[config.mk]
export PLATFORM = sky130hd
export DESIGN_NAME = alu_rr_scheduler
export DESIGN_NICKNAME = d
export VERILOG_FILES = /design/src/rtl/alu_rr_scheduler.sv
export SDC_FILE = /design/constraint.sdc
export NUM_CORES = 1
export LEC_CHECK = 0
export BUFFER_PORTS_ARGS = -buffer_cell sky130_fd_sc_hd__buf_2
export CELL_PAD_IN_SITES_DETAIL_PLACEMENT = 1
export CELL_PAD_IN_SITES_GLOBAL_PLACEMENT = 1
export CORE_MARGIN = 4
export CORE_UTILIZATION = 40
export DETAILED_ROUTE_END_ITERATION = 8
export GPL_ROUTABILITY_DRIVEN = 0
export MAX_ROUTING_LAYER = met4
export PLACE_DENSITY_LB_ADDON = 0.1
export SYNTH_ARGS = -nofsm -noshare
export SYNTH_HDL_FRONTEND = slang
export SYNTH_SLANG_ARGS = --single-unit
[constraint.sdc]
create_clock -name clk -period 4.4 [get_ports clk]
set_input_delay 1.1 -clock clk [delete_from_list [all_inputs] [get_ports clk]]
set_output_delay 1.1 -clock clk [all_outputs]
set_load 0.005 [all_outputs]
[src/rtl/alu_rr_scheduler.sv]
// alu_rr_scheduler: shares one 8-bit ALU between N requesters.
// A round-robin arbiter picks one pending request while idle. The winner's
// opcode and operands are captured, evaluated on the next cycle, and the
// result is held on a valid/ready port tagged with the owner's index.
module alu_rr_scheduler #(
  parameter int N     = 4,
  parameter int ID_W  = 2,
  parameter int CNT_W = 16
) (
  input  logic             clk,
  input  logic             rst,
  input  logic [N-1:0]     req,
  input  logic [3*N-1:0]   op_flat,
  input  logic [8*N-1:0]   a_flat,
  input  logic [8*N-1:0]   b_flat,
  output logic [N-1:0]     ack,
  output logic             res_valid,
  input  logic             res_ready,
  output logic [7:0]       res_data,
  output logic [ID_W-1:0]  res_id,
  output logic             busy,
  output logic [CNT_W-1:0] op_count
);

  localparam int PTR_W = (N > 1) ? $clog2(N) : 1;

  typedef enum logic [1:0] {
    IDLE = 2'd0,
    EXEC = 2'd1,
    DONE = 2'd2
  } state_t;

  state_t           state_q, state_d;
  logic [PTR_W-1:0] ptr_q, ptr_d;
  logic [N-1:0]     ack_q, ack_d;
  logic [2:0]       op_q;
  logic [7:0]       a_q, b_q;
  logic [ID_W-1:0]  id_q;
  logic [7:0]       res_data_q;
  logic [ID_W-1:0]  res_id_q;
  logic [CNT_W-1:0] op_count_q;

  logic             grant_valid;
  logic [PTR_W-1:0] grant_idx;
  logic             capture;
  logic             handshake;
  logic [7:0]       alu_res;

  assign capture   = (state_q == IDLE) && grant_valid;
  assign handshake = (state_q == DONE) && res_ready;

  // Round-robin search starting at ptr_q; the lowest offset that requests wins.
  always_comb begin
    // NOTE: every variable gets a default before any conditional write, so no latch is inferred.
    grant_valid = 1'b0;
    grant_idx   = '0;
    for (int i = N - 1; i >= 0; i--) begin
      if (req[PTR_W'((int'(ptr_q) + i) % N)]) begin
        grant_valid = 1'b1;
        grant_idx   = PTR_W'((int'(ptr_q) + i) % N);
      end
    end
    // Pointer moves one past the winner, wrapping at N.
    ptr_d = (grant_idx == PTR_W'(N - 1)) ? '0 : grant_idx + PTR_W'(1);
    ack_d = capture ? (N'(1) << grant_idx) : '0;
  end

  // ALU on the captured operands; codes 101..111 yield zero.
  always_comb begin
    alu_res = 8'h00;
    case (op_q)
      3'b000:  alu_res = a_q + b_q;
      3'b001:  alu_res = {a_q[6:0], 1'b0};
      3'b010:  alu_res = a_q & b_q;
      3'b011:  alu_res = a_q ^ b_q;
      3'b100:  alu_res = (a_q > b_q) ? 8'h01 : 8'h00;
      default: alu_res = 8'h00;
    endcase
  end

  // FSM state register.
  always_ff @(posedge clk or posedge rst) begin
    // NOTE: sequential state uses non-blocking assignments so every register samples pre-edge values.
    if (rst) state_q <= IDLE;
    else     state_q <= state_d;
  end

  // FSM next-state logic: IDLE -> EXEC -> DONE -> IDLE.
  always_comb begin
    state_d = state_q;
    case (state_q)
      IDLE:    if (grant_valid) state_d = EXEC;
      EXEC:    state_d = DONE;
      DONE:    if (res_ready) state_d = IDLE;
      default: state_d = IDLE;
    endcase
  end

  // FSM outputs decoded from the current state.
  always_comb begin
    busy      = (state_q != IDLE);
    res_valid = (state_q == DONE);
  end

  // Datapath: capture on grant, register the result in EXEC, count handshakes.
  always_ff @(posedge clk or posedge rst) begin
    if (rst) begin
      ptr_q      <= '0;
      ack_q      <= '0;
      op_q       <= '0;
      a_q        <= '0;
      b_q        <= '0;
      id_q       <= '0;
      res_data_q <= '0;
      res_id_q   <= '0;
      op_count_q <= '0;
    end else begin
      ack_q <= ack_d;
      if (capture) begin
        op_q  <= op_flat[3*grant_idx +: 3];
        a_q   <= a_flat[8*grant_idx +: 8];
        b_q   <= b_flat[8*grant_idx +: 8];
        id_q  <= ID_W'(grant_idx);
        ptr_q <= ptr_d;
      end
      if (state_q == EXEC) begin
        res_data_q <= alu_res;
        res_id_q   <= id_q;
      end
      if (handshake) op_count_q <= op_count_q + CNT_W'(1);
    end
  end

  assign ack      = ack_q;
  assign res_data = res_data_q;
  assign res_id   = res_id_q;
  assign op_count = op_count_q;

endmodule

==> impl_summary.txt <==
----------------------------------------------------
[Outcome]
  Run status ... complete, no violations

[Global route]
  Grt met1 use ... 0.270
  GRT met2 Usage ... 0.331
  Global-route congestion overflow total ... 0
  Global route hottest layer ... met2
  Global-route wire length before repair ... 16100 µm
  Via count of the first global-routing pass ... 3189
  Initial antenna violation count ... 0
  Pin count of the biggest net entering global routing ... 33
  Met3 Usage GRT ... 0.0346
  Tot GR Track Use ... 0.204

[Clock network]
  Resized Gates After CTS ... 0
  Number of clock buffers inserted by TritonCTS ... 5
  Max clock buf depth ... 2
  TritonCTS sink count ... 55
  Root buffer cell ... clkbuf_8
  Number of H-tree levels ... 2
  Clock slew at the register clock pins of the worst setup and hold paths ... 0.10 ns
  Number of hold-repair buffers added at the cts stage ... 0
  Post-CTS Repair Setup Buffers ... 0
  CTS tree ... yes
  Clock insertion delay at the later pin of the skew report ... 0.32 ns

[Final layout]
  Proportion of layout cells with a drive suffix above 1 ... 0.308
  Antenna Diode Count ... 0
  Filler cell count ... 982
  Total number of nets in the final design ... 557
  Fin area ... 4160 µm²
  Area growth, synth to finish ... 20.7%

[Floorplan]
  Die Height ... 101 µm
  Std-Cell Rows ... 33
  Area of the die ... 10200 µm²
  Initial core utilization ... 0.415
  Ports ... 115
  Die extent in x ... 101 µm
  Standard cell core area ... 8300 µm²

[Place]
  Count of input and output buffers ... 114
  Post-detail-place hpwl ... 7430 µm
  Cell area reported after detailed placement ... 4080 µm²

[Power and ir drop]
  Worst vdd ir ... 0.000319 V
  P per Cell Area ... 638 nW/µm²
  Static leakage power ... 0.00218 µW

[Timing]
  Worst max-slew margin expressed relative to the limit ... 0.499
  Final Cycle Share ... 0.629
  Fin Setup TNS ... 0 ns
  Transition time at the pin with the least slew margin ... 0.750 ns
  Final setup violation count ... 0
  Total count of hold-check failures in the final report ... 0
  Setup repair after global routing missed its margin ... false
  Achievable clock frequency ... 361 MHz
  Time the worst path needs with I/O delays and setup ... 2.77 ns
  Clock tree skew after final layout ... 0.0138 ns
  Number of max-slew violations in the final report ... 0

[Routing]
  Post-detailed-routing wire length ... 9330 µm
  DRC violations left ... 0
  Count of antenna-violating nets left after detailed routing ... 0
  Overall via count from detail_route ... 2963
  Average via count per standard cell ... 5.32
  Detailed Route Iter0 Violations ... 101
  Wirelength per Cell ... 16.8 µm
  Number of iterations in the first detailed-routing pass ... 4

[Synthesis]
  Cell types occupying the most area after synthesis ... dfrtp_1 40%, mux2i_1 11%, ha_1 7.6%
  Total number of yosys warnings ... 0
  Top_reg_cell synth ... dfrtp_1
  Share of Yosys cell area claimed by the top area cell type ... 0.399
  Instance count of the mapped netlist ... 347
  Post-synthesis sequential area ratio ... 0.399
  Area of the mapped netlist ... 3450 µm²
  Total nets after synthesis ... 452
  Number of distinct library cell variants in the gate-level netlist after synthesis ... 49
  #FFs+latches synth ... 55
  Cell type with the largest total area after synthesis ... dfrtp_1
  Post-synth EDFFs ... 0
  Synthesized area divided by synthesized cell count ... 9.94 µm²
  Fraction of registers with async set or reset after synthesis ... 1.00

[Hold path]
  Type of the worst min-delay path ... flop to flop
  Worst Hold End ... op_count[15]
  Cell count of the worst hold path ... 1
  Min-delay src ... op_count[15]

[Worst setup path]
  Slack of the worst reg-to-reg path ... 2.08 ns
  Biggest cell delay along the critical path ... 0.63 ns
  CP Data Required Time ... 4.56 ns
  Cell depth of the worst flop-to-flop path ... 7
  Critical path launch point type ... primary input
  Critical R2R Capture ... op_q[1]
  Category of the most critical setup path ... primary input to flop
  Beginning of the worst register-to-register path ... ptr_q[1]
  Endpoint type of the worst setup path ... flop
  Chain of cells forming the critical path ... buf_2 -> inv_1 -> nand2_1 -> a21oi_1 -> o22a_2 -> buf_4 -> mux2i_1 -> o221ai_1
  Cell with the largest stage delay on the worst path ... o22a_2
  Top fanout value on the critical path ... 25
  Arrival time worst endpoint ... 2.92 ns

[Flow run]
  Maximum capacitance violations ... 0

----------------------------------------------------
==> critical path, delay by kind of cell <==
kind / cells / cell delay [ns]
AO/OA/AOI/OAI: 3 / 0.92
AND/OR/NAND/NOR: 1 / 0.05
buffers and inverters: 3 / 0.59
multiplexers: 1 / 0.25
==> through the flow <==
step,hold slack [ns],setup WS [ns],util,std cells,power (µW)
global route,0.511,1.40,0.502,557,2930
finish,0.473,1.63,0.502,557,2660
CTS,0.486,1.61,0.502,557,2690
floorplan,0.443,1.96,-,347,1980
detailed placement,0.468,1.27,0.491,550,2390
global placement,0.452,1.42,0.491,550,2340
==> registers in the layout (all words and copies together), names as in the netlist <==
register and flops:
b_q 8, a_q 8, op_count 16, id_q 2, ack 4, op_q 3
res_data 8, ptr_q 2, res_id 2, state_q 2
==> worst max-delay path by stage <==
stage	slack, ns	start	depth (start not counted)	end
floorplan	1.96	rst	1	a_q[0]
global placement	1.42	req[1]	8	op_q[0]
detailed placement	1.27	req[1]	8	a_q[0]
CTS	1.61	req[1]	8	a_q[0]
global route	1.40	req[1]	8	op_q[1]
finish	1.63	req[1]	8	op_q[1]
==> metal layers <==
metal  vias up  share of wire
met5         -              0
met4         0         0.0096
met3         9          0.054
met2       100           0.49
met1      1417           0.45
li1       1437              -
==> Yosys cell counts, drive strengths merged, types with 4 or more instances <==
| cell | number |
|---|---|
| and2 | 6 |
| a21oi | 17 |
| a22o | 5 |
| xnor2 | 11 |
| buf | 11 |
| o21ai | 11 |
| dfrtp | 55 |
| nor2b | 5 |
| nor2 | 15 |
| nand2 | 47 |
| nand3 | 7 |
| o221ai | 19 |
| mux2i | 39 |
| nor3 | 4 |
| inv | 23 |
| ha | 21 |
| xor2 | 8 |
| clkbuf | 7 |
==> logic make-up (layout without fill, tap and decap cells) <==
kind of cell / count (synthesis) / in the layout / share of synthesized area
buf+inv: 41 / 146 / 0.0526
mux: 45 / 45 / 0.143
fa+ha+maj: 22 / 22 / 0.0820
xor+xnor: 19 / 19 / 0.0483
simple gates: 96 / 96 / 0.135
flops: 55 / 55 / 0.399
compound gates: 69 / 69 / 0.140
==> cell type report <==
class | count | area (µm²) | share of cell area
Clock buffer | 5 | 68.8 | 0.0165
Clock inverter | 2 | 17.5 | 0.00421
Timing Repair Buffer | 116 | 586 | 0.141
Multi-Input combinational cell | 251 | 1890 | 0.454
Tap cell | 105 | 131 | 0.0316
Inverter | 23 | 91.3 | 0.0219
Sequential cell | 55 | 1380 | 0.331
==> placed cells by master (no fill, tap or decap), drive strengths merged, types with 5 or more instances in the layout <==
master / instances
and2: 6
inv: 24
clkbuf: 5
nor2: 15
xnor2: 11
a22o: 5
nand2: 47
xor2: 8
mux2i: 39
o21ai: 11
nand3: 7
o221ai: 19
nor2b: 5
dfrtp: 55
buf: 116
a21oi: 17
ha: 21
==> where the power goes <==
| group | internal (µW) | total, µW | switching [µW] |
|---|---|---|---|
| clock | 113 | 286 | 174 |
| combinational | 661 | 1470 | 805 |
| sequential | 689 | 904 | 215 |
| total | 1460 | 2660 | 1190 |
Note: power is estimated with default switching activity, not from simulation.
